File: config.mk
export PLATFORM = sky130hd
export DESIGN_NAME = alu_exec_unit_flat
export DESIGN_NICKNAME = d
export VERILOG_FILES = /design/src/rtl/alu_exec_unit_if.sv /design/src/rtl/alu_exec_unit.sv /design/src/flat_wrapper.sv
export SDC_FILE = /design/constraint.sdc
export NUM_CORES = 1
export LEC_CHECK = 0
export BUFFER_PORTS_ARGS = -buffer_cell sky130_fd_sc_hd__buf_2
export CAP_MARGIN = 10
export CORE_ASPECT_RATIO = 0.6
export CORE_MARGIN = 2
export CORE_UTILIZATION = 55
export DETAILED_ROUTE_END_ITERATION = 10
export GPL_ROUTABILITY_DRIVEN = 0
export GPL_TIMING_DRIVEN = 1
export PLACE_DENSITY = 0.76
export SYNTH_ARGS = -nofsm -noshare
export SYNTH_HDL_FRONTEND = slang
export SYNTH_SLANG_ARGS = --single-unit
File: constraint.sdc
create_clock -name clk_i -period 5.65 [get_ports clk_i]
set_input_delay 0.565 -clock clk_i [delete_from_list [all_inputs] [get_ports clk_i]]
set_output_delay 0.565 -clock clk_i [all_outputs]
set_load 0.02 [all_outputs]
File: src/rtl/alu_exec_unit_if.sv
// alu_exec_unit_if: request/response bundle between the execute stage and the ALU.
interface alu_exec_unit_if #(
  parameter int DATA_W  = 32,
  parameter int SHAMT_W = 5
);
  logic               start_i;
  logic [3:0]         ctrl_i;
  logic [DATA_W-1:0]  src1_i;
  logic [DATA_W-1:0]  src2_i;
  logic [SHAMT_W-1:0] shamt_i;
  logic               busy_o;
  logic               done_o;
  logic [DATA_W-1:0]  result_o;
  logic               zero_o;
  logic               overflow_o;
  modport master (
    output start_i, ctrl_i, src1_i, src2_i, shamt_i,
    input  busy_o, done_o, result_o, zero_o, overflow_o
  );
  modport slave (
    input  start_i, ctrl_i, src1_i, src2_i, shamt_i,
    output busy_o, done_o, result_o, zero_o, overflow_o
  );
endinterface

File: src/rtl/alu_exec_unit.sv
// alu_exec_unit: execute-stage ALU, single-cycle logic/arith ops and iterative arithmetic right shifts.
module alu_exec_unit #(
  parameter int DATA_W  = 32,
  parameter int SHAMT_W = 5
) (
  input logic            clk_i,
  input logic            rst_i,
  alu_exec_unit_if.slave bus
);
  localparam int M = DATA_W - 1;
  typedef enum logic {IDLE, SHIFT} state_t;
  state_t             state;
  logic [DATA_W-1:0]  a, b, sum, diff, res, sh_reg, sh_next;
  logic [SHAMT_W-1:0] count, amt;
  logic [3:0]         ctrl;
  logic               is_shift, slt, ovf;
  assign a    = bus.src1_i;
  assign b    = bus.src2_i;
  assign ctrl = bus.ctrl_i;
  always_comb begin
    sum      = a + b;
    diff     = a - b;
    slt      = $signed(a) < $signed(b);
    is_shift = ctrl[3:1] == 3'b100;
    amt      = ctrl[0] ? a[SHAMT_W-1:0] : bus.shamt_i;
    res      = ctrl == 4'b0000 ? a & b :
               ctrl == 4'b0001 ? a | b :
               ctrl == 4'b0010 ? sum :
               ctrl == 4'b0110 ? diff :
               ctrl == 4'b0111 ? {{M{1'b0}}, slt} :
               is_shift        ? b : '0;
    ovf      = ctrl == 4'b0010 ? (a[M] == b[M] && sum[M] != a[M]) :
               ctrl == 4'b0110 ? (a[M] != b[M] && diff[M] != a[M]) : 1'b0;
    sh_next  = $signed(sh_reg) >>> 1;
  end
  // Zero-count shifts fall through the single-cycle path with res = B.
  always_ff @(posedge clk_i or negedge rst_i) begin
    if (!rst_i) begin
      state          <= IDLE;
      sh_reg         <= '0;
      count          <= '0;
      bus.busy_o     <= 1'b0;
      bus.done_o     <= 1'b0;
      bus.result_o   <= '0;
      bus.zero_o     <= 1'b1;
      bus.overflow_o <= 1'b0;
    end else begin
      bus.done_o <= 1'b0;
      if (state == IDLE) begin
        if (bus.start_i && is_shift && amt != '0) begin
          sh_reg     <= b;
          count      <= amt;
          bus.busy_o <= 1'b1;
          state      <= SHIFT;
        end else if (bus.start_i) begin
          bus.result_o   <= res;
          bus.zero_o     <= res == '0;
          bus.overflow_o <= ovf;
          bus.done_o     <= 1'b1;
        end
      end else begin
        sh_reg <= sh_next;
        count  <= count - SHAMT_W'(1);
        if (count == SHAMT_W'(1)) begin
          bus.result_o   <= sh_next;
          bus.zero_o     <= sh_next == '0;
          bus.overflow_o <= 1'b0;
          bus.done_o     <= 1'b1;
          bus.busy_o     <= 1'b0;
          state          <= IDLE;
        end
      end
    end
  end
endmodule

File: src/flat_wrapper.sv
// flat-port wrapper written by rule: the top's interface ports become plain ports
module alu_exec_unit_flat 
#(
  parameter int DATA_W  = 32,
  parameter int SHAMT_W = 5
)
  (clk_i, rst_i, bus_start_i, bus_ctrl_i, bus_src1_i, bus_src2_i, bus_shamt_i, bus_busy_o, bus_done_o, bus_result_o, bus_zero_o, bus_overflow_o);
  alu_exec_unit_if #(.DATA_W(DATA_W), .SHAMT_W(SHAMT_W)) bus_i ();
  input logic clk_i;
  input logic rst_i;
  input wire logic [$bits(bus_i.start_i)-1:0] bus_start_i;
  input wire logic [$bits(bus_i.ctrl_i)-1:0] bus_ctrl_i;
  input wire logic [$bits(bus_i.src1_i)-1:0] bus_src1_i;
  input wire logic [$bits(bus_i.src2_i)-1:0] bus_src2_i;
  input wire logic [$bits(bus_i.shamt_i)-1:0] bus_shamt_i;
  output wire logic [$bits(bus_i.busy_o)-1:0] bus_busy_o;
  output wire logic [$bits(bus_i.done_o)-1:0] bus_done_o;
  output wire logic [$bits(bus_i.result_o)-1:0] bus_result_o;
  output wire logic [$bits(bus_i.zero_o)-1:0] bus_zero_o;
  output wire logic [$bits(bus_i.overflow_o)-1:0] bus_overflow_o;
  assign bus_i.start_i = bus_start_i;
  assign bus_i.ctrl_i = bus_ctrl_i;
  assign bus_i.src1_i = bus_src1_i;
  assign bus_i.src2_i = bus_src2_i;
  assign bus_i.shamt_i = bus_shamt_i;
  assign bus_busy_o = bus_i.busy_o;
  assign bus_done_o = bus_i.done_o;
  assign bus_result_o = bus_i.result_o;
  assign bus_zero_o = bus_i.zero_o;
  assign bus_overflow_o = bus_i.overflow_o;
  alu_exec_unit #(.DATA_W(DATA_W), .SHAMT_W(SHAMT_W)) u_core (.clk_i(clk_i), .rst_i(rst_i), .bus(bus_i));
endmodule
Word level (Yosys, flattened, before mapping):

Cells that the tools add are included.

* logic and storage cells: 75
* input bits: 76
* bits in registers: 74
* output and inout port bits: 36

* add/subtract/negate cells: 3
* muxes and demuxes: 34
* equality and inequality tests: 12
* bitwise logic cells: 3
* reductions and logical operators: 13
* order comparisons: 1

Operators by type and width (number)
* two-way mux 32 bit: 10
* logical NOT 32 bit: 2
* two-way mux 31 bit: 2
* adder 32 bit: 1
* AND 32 bit: 1
* less-than comparator 32 bit: 1
* bitwise OR 32 bit: 1
* subtractor 32 bit: 1
* two-way mux 1 bit: 19
* two-way mux 5 bit: 3
* equality test 4 x 3 -> 1 bit (second input constant): 2
* equality test 5 x 1 -> 1 bit (second input constant): 1
* nonzero test 5 bit: 1
* subtractor 5 x 1 -> 5 bit (second input constant): 1
* equality test 4 x 1 -> 1 bit (second input constant): 1
* equality test 4 x 2 -> 1 bit (second input constant): 1
* logical AND 1 bit: 4
* logical NOT 4 bit: 1
* AND reduction 2 bit: 2
* nonzero test 2 bit: 2
* equality test 3 bit (second input constant): 1
* != test 1 bit: 3
* AND reduction 3 bit: 1
* != test 2 x 1 -> 1 bit (second input constant): 1
* other kinds (3): 3

Depth between registers and ports, before layout:

* depth after elaboration: 11
* mapped depth: 16
* mapped depth without buffers: 16

Worst setup path before layout:

OpenSTA, ideal clock, no wires.

* kind: input-to-reg
* from: input port bus_src2_i[4]
* to: register u_core.bus.zero_o
* setup slack: 2300 ps
* stages on the path: 15
* required time: 5578 ps
* library setup time: 72 ps
* arrival time: 3278 ps
* path through: inv_1 ha_1 buf_2 nand3_1 o211ai_1 a221oi_1 a211o_1 nand2_1 or4b_1 mux2i_1 nand2_1 a31oi_1 a2111oi_1 nand4_1 o21ai_1

* word-level cells in the longest chain between the ends: 10

Ends and longest elaborated chain
* from (decl): line flat_wrapper.sv:14 `input wire logic [$bits(bus_i.src2_i)-1:0] bus_src2_i;`
* less-than comparator 32 bit / two-way mux 32 bit (equally long branches): line alu_exec_unit.sv:23, alu_exec_unit.sv:31
* two-way mux 32 bit: line alu_exec_unit.sv:30 `ctrl == 4'b0111 ? {{M{1'b0}}, slt} :`
* two-way mux 32 bit: line alu_exec_unit.sv:29 `ctrl == 4'b0110 ? diff :`
* two-way mux 32 bit: line alu_exec_unit.sv:28 `ctrl == 4'b0010 ? sum :`
* two-way mux 32 bit: line alu_exec_unit.sv:27 `ctrl == 4'b0001 ? a | b :`
* two-way mux 32 bit (*): line alu_exec_unit.sv:26 `res = ctrl == 4'b0000 ? a & b :`
* logical NOT 32 bit (*): line alu_exec_unit.sv:57 `bus.zero_o <= res == '0;`
* two-way mux 1 bit (*): line alu_exec_unit.sv:55 `end else if (bus.start_i) begin`
* two-way mux 1 bit (*): line alu_exec_unit.sv:50 `if (bus.start_i && is_shift && amt != '0) begin`
* two-way mux 1 bit (*): line alu_exec_unit.sv:49 `if (state == IDLE) begin`
* to (signal assigned): line alu_exec_unit.sv:45 `bus.zero_o <= 1'b1;`
* to (signal assigned): line alu_exec_unit.sv:57
* to (signal assigned): line alu_exec_unit.sv:66 `bus.zero_o <= sh_next == '0;`
* to (decl): line alu_exec_unit_if.sv:22 `output busy_o, done_o, result_o, zero_o, overflow_o`

Every way passes the cells marked *; elsewhere a longest branch is shown, timed or not. The select of a mux whose other input is x is not followed.
A chain may end at the register's enable or synchronous reset.

Worst setup path after layout:

* from: input port bus_ctrl_i[3]
* to: register u_core.bus.zero_o

* word-level cells in the longest chain between the ends: 11

Ends and longest elaborated chain
* from (decl): line flat_wrapper.sv:12 `input wire logic [$bits(bus_i.ctrl_i)-1:0] bus_ctrl_i;`
* equality test 3 bit: line alu_exec_unit.sv:24 `is_shift = ctrl[3:1] == 3'b100;`
* two-way mux 32 bit: line alu_exec_unit.sv:31 `is_shift ? b : '0;`
* two-way mux 32 bit: line alu_exec_unit.sv:30
* two-way mux 32 bit: line alu_exec_unit.sv:29
* two-way mux 32 bit: line alu_exec_unit.sv:28
* two-way mux 32 bit: line alu_exec_unit.sv:27
* two-way mux 32 bit: line alu_exec_unit.sv:26
* logical NOT 32 bit: line alu_exec_unit.sv:57
* two-way mux 1 bit: line alu_exec_unit.sv:55
* two-way mux 1 bit: line alu_exec_unit.sv:50
* two-way mux 1 bit: line alu_exec_unit.sv:49

Parallel ways exist; a longest one is shown, timed or not. The select of a mux whose other input is x is not followed.

==> results_dict.tcl <==
set metrics [dict create \
    cts_htree_levels 3 \
    ir_drop_v 0.0003125 \
    crit_path_max_fanout 45 \
    detail_route.first_pass.iterations 7 \
    power-per-cell-area_nw_per_um2 305.1 \
    max_cap_violations 0 \
    synth.net_count 1373 \
    status "completed" \
    die-height_um 102.6 \
    setup.worst_path.end_class "flip-flop" \
    clk_transition_reported_paths_ns 0.06 \
    rsz0062_at_grt "false" \
    cts.path.max_buffers 2 \
    largest_register_ffs 32 \
    yosysWarningCount 0 \
    worst-setup-path-type "input pin to flip-flop" \
    final_hpwl_dp_mm 23.86 \
    min_delay_worst_type "input pin to asynchronous set/reset pin" \
    cts-buffers-inserted 9 \
    buffer_ports.inserted 111 \
    grt-ovfl-total 0 \
    ys_seq_area_share_pct 20.50 \
    drtAntennaViolNets 0 \
    holdBufCountCts 0 \
    count_of_vias_placed_by_the_detailed_router 9719 \
    timing.critical_path.slowest_stage_cell "sky130_fd_sc_hd__nor2_2" \
    initial_antenna_violation_count 0 \
    layout_overhead_on_the_synthesized_area_pct 10.13 \
    route.final.wire_length_mm 31.13 \
    cp.arrival_ns 4.67 \
    fp.coreArea_um2 15590 \
    number_of_post_cts_setup_repair_buffers 0 \
    syn-mean-instance-area_um2 7.449 \
    clock_latency_late_sink_ns 0.34 \
    maxClockFrequency_mhz 227.3 \
    power.leakage_nw 4.837 \
    actual_slew_at_the_worst_max_slew_pin_ns 0.9997 \
    drt_drc_violations_left 0 \
    ys_top_cells_by_area "sky130_fd_sc_hd__dfrtp_1 20%, sky130_fd_sc_hd__ha_1 14%, sky130_fd_sc_hd__o21ai_0 6.1%, sky130_fd_sc_hd__a21oi_1 6.0%, sky130_fd_sc_hd__nand2_1 5.2%" \
    period_share_pct 77.88 \
    synth-main-ff-cell "sky130_fd_sc_hd__dfrtp_1" \
    placedCellCount 1450 \
    initial_core_util_pct 57.19 \
    design.die.area_um2 17280 \
    insertedDiodeCount 0 \
    synthCells 1197 \
    clock_sinks 73 \
    synthesis.area_um2 8916 \
    synth.most_common_cell "sky130_fd_sc_hd__nand2_1" \
    finalPower_mw 2.996 \
    crit_path_start_kind "input pin" \
    cts_tree "built" \
    first_global_vias 8631 \
    post_cts.resized_instances 0 \
    finalHoldViolations 0 \
    drt_first_iter_violations 1496 \
    worst_slew_margin_rel_pct 31.63 \
    finalCriticalPeriod_ns 4.400 \
    async_reset_ff_share_pct 100.0 \
    cell_type_group_with_the_largest_total_delay_on_the_critical_path "simple AND/OR/NAND/NOR gates" \
    worst_r2r_path_cells 10 \
    synth.ff_latch_count 73 \
    route.detailed.wl_per_inst_um 21.24 \
    worstSetupPathDepth 12 \
    ys_types 84 \
    post_layout_nonfiller_instances 1466 \
    slew_violations 0 \
    setup_viol 0 \
    global_route.usage.total_pct 35.75 \
    setup-tns-final_ns 0 \
    finalNetCount 1434 \
    clock_skew_ns 0.008887 \
    critical_path.most_common_cell "sky130_fd_sc_hd__nand4_1" \
    cp.required_ns 5.92 \
    viasPerCell 6.630 \
    grt_pass1_wl_mm 48.07 \
    cts.root.buffer_cell "sky130_fd_sc_hd__clkbuf_16" \
    grt_start_max_net_pins 74 \
    die_x_um 168.4 \
    yosys.area.top_type "sky130_fd_sc_hd__dfrtp_1" \
    worstPathCellList "buf_2 -> inv_2 -> nand3_1 -> nor2_2 -> a221oi_1 -> or3_1 -> and4bb_1 -> nand4_1 -> nand4b_1 -> nor4_1 -> nand4_1 -> o21ai_1" \
    count_of_buffering_cells_on_the_critical_path_with_inverters_included 2 \
    netlist.area_leader.share_pct 20.21 \
    final_layout_size_suffix_gt1_share_pct 13.70 \
    io-pin-count 112 \
    synth_top_cells_by_count "124 x sky130_fd_sc_hd__nand2_1, 108 x sky130_fd_sc_hd__o21ai_0, 107 x sky130_fd_sc_hd__a21oi_1" \
    slowest_delay_ns 0.76 \
    row_count 35 \
    synth_edf_count 0 \
]
## kinds of logic (layout without fill, tap and decap cells)
family                     Yosys count  in the layout  share of synthesized area (%)
AOI/OAI and AO/OA                  411            411                          29.88
xor gates and xnor gates            28             28                          2.750
adders and majority gates          100            100                          14.20
buffers and inverters              181            247                          8.195
DFF                                 73             73                          20.50
muxes                               47             47                          5.318
and+or+nand+nor                    357            357                          19.16
## power breakdown
part / internal [mW] / total [mW] / switching [mW]
Combinational: 0.499 / 1.41 / 0.915
Sequential: 0.735 / 0.961 / 0.226
Clock: 0.388 / 0.621 / 0.232
## worst paths after layout
path / to / start / slack (ns)
worst max-delay path: u_core.bus.zero_o / bus_ctrl_i[3] / 1.25
worst min-delay path: u_core.bus.result_o[4] / rst_i / 0.33
worst max register to register: u_core.bus.zero_o / u_core.state / 2.44
worst min register to register: u_core.bus.result_o[29] / u_core.bus.result_o[29] / 0.48
max in group asynchronous: u_core.bus.result_o[25] / rst_i / 4.67
min in group clk_i: u_core.bus.result_o[29] / u_core.bus.result_o[29] / 0.48
## cell usage in the layout (no fill, tap or decap), types with 14 or more instances in the layout
cell type and count:
sky130_fd_sc_hd__nand3_1 21, sky130_fd_sc_hd__a21oi_1 107, sky130_fd_sc_hd__a22oi_1 30, sky130_fd_sc_hd__ha_1 98, sky130_fd_sc_hd__nor4_1 17, sky130_fd_sc_hd__nand2_1 124, sky130_fd_sc_hd__o21bai_1 14, sky130_fd_sc_hd__xnor2_1 24
sky130_fd_sc_hd__buf_2 110, sky130_fd_sc_hd__o21ai_0 108, sky130_fd_sc_hd__a211oi_1 20, sky130_fd_sc_hd__inv_1 104, sky130_fd_sc_hd__nor2_1 87, sky130_fd_sc_hd__nor3_1 32, sky130_fd_sc_hd__dfrtp_1 71, sky130_fd_sc_hd__mux2i_1 44
## cell type report
type,instances,area (µm²)
Tap cell,203,254.0
Inverter,111,416.7
Clock buffer,10,229.0
Clock inverter,6,91.34
Sequential cell,73,1829
Fill cell,1364,5771
Timing Repair Buffer,120,625.6
Multi-Input combinational cell,943,6374
## through the flow
stage	instance area [µm²]	util (%)	hold WS [ns]	setup slack (ns)
2_1_floorplan	8916	-	0.2694	2.300
3_5_place_dp	9499	60.93	0.4716	1.158
6_report	9819	62.99	0.3291	1.250
4_1_cts	9819	62.99	0.3901	1.500
5_1_grt	9819	62.99	0.4446	1.030
3_3_place_gp	9499	60.93	0.4622	1.236
## routing by layer
metal | up-vias | global-route usage (%) | wire length (µm)
met2 | 715 | 50.65 | 12530
li1 | 4419 | - | -
met1 | 4510 | 51.83 | 13210
met5 | - | 0 | 0
met4 | 0 | 9.615 | 743
met3 | 75 | 11.90 | 4648
No activity file was read; power rests on OpenSTA's default activity.
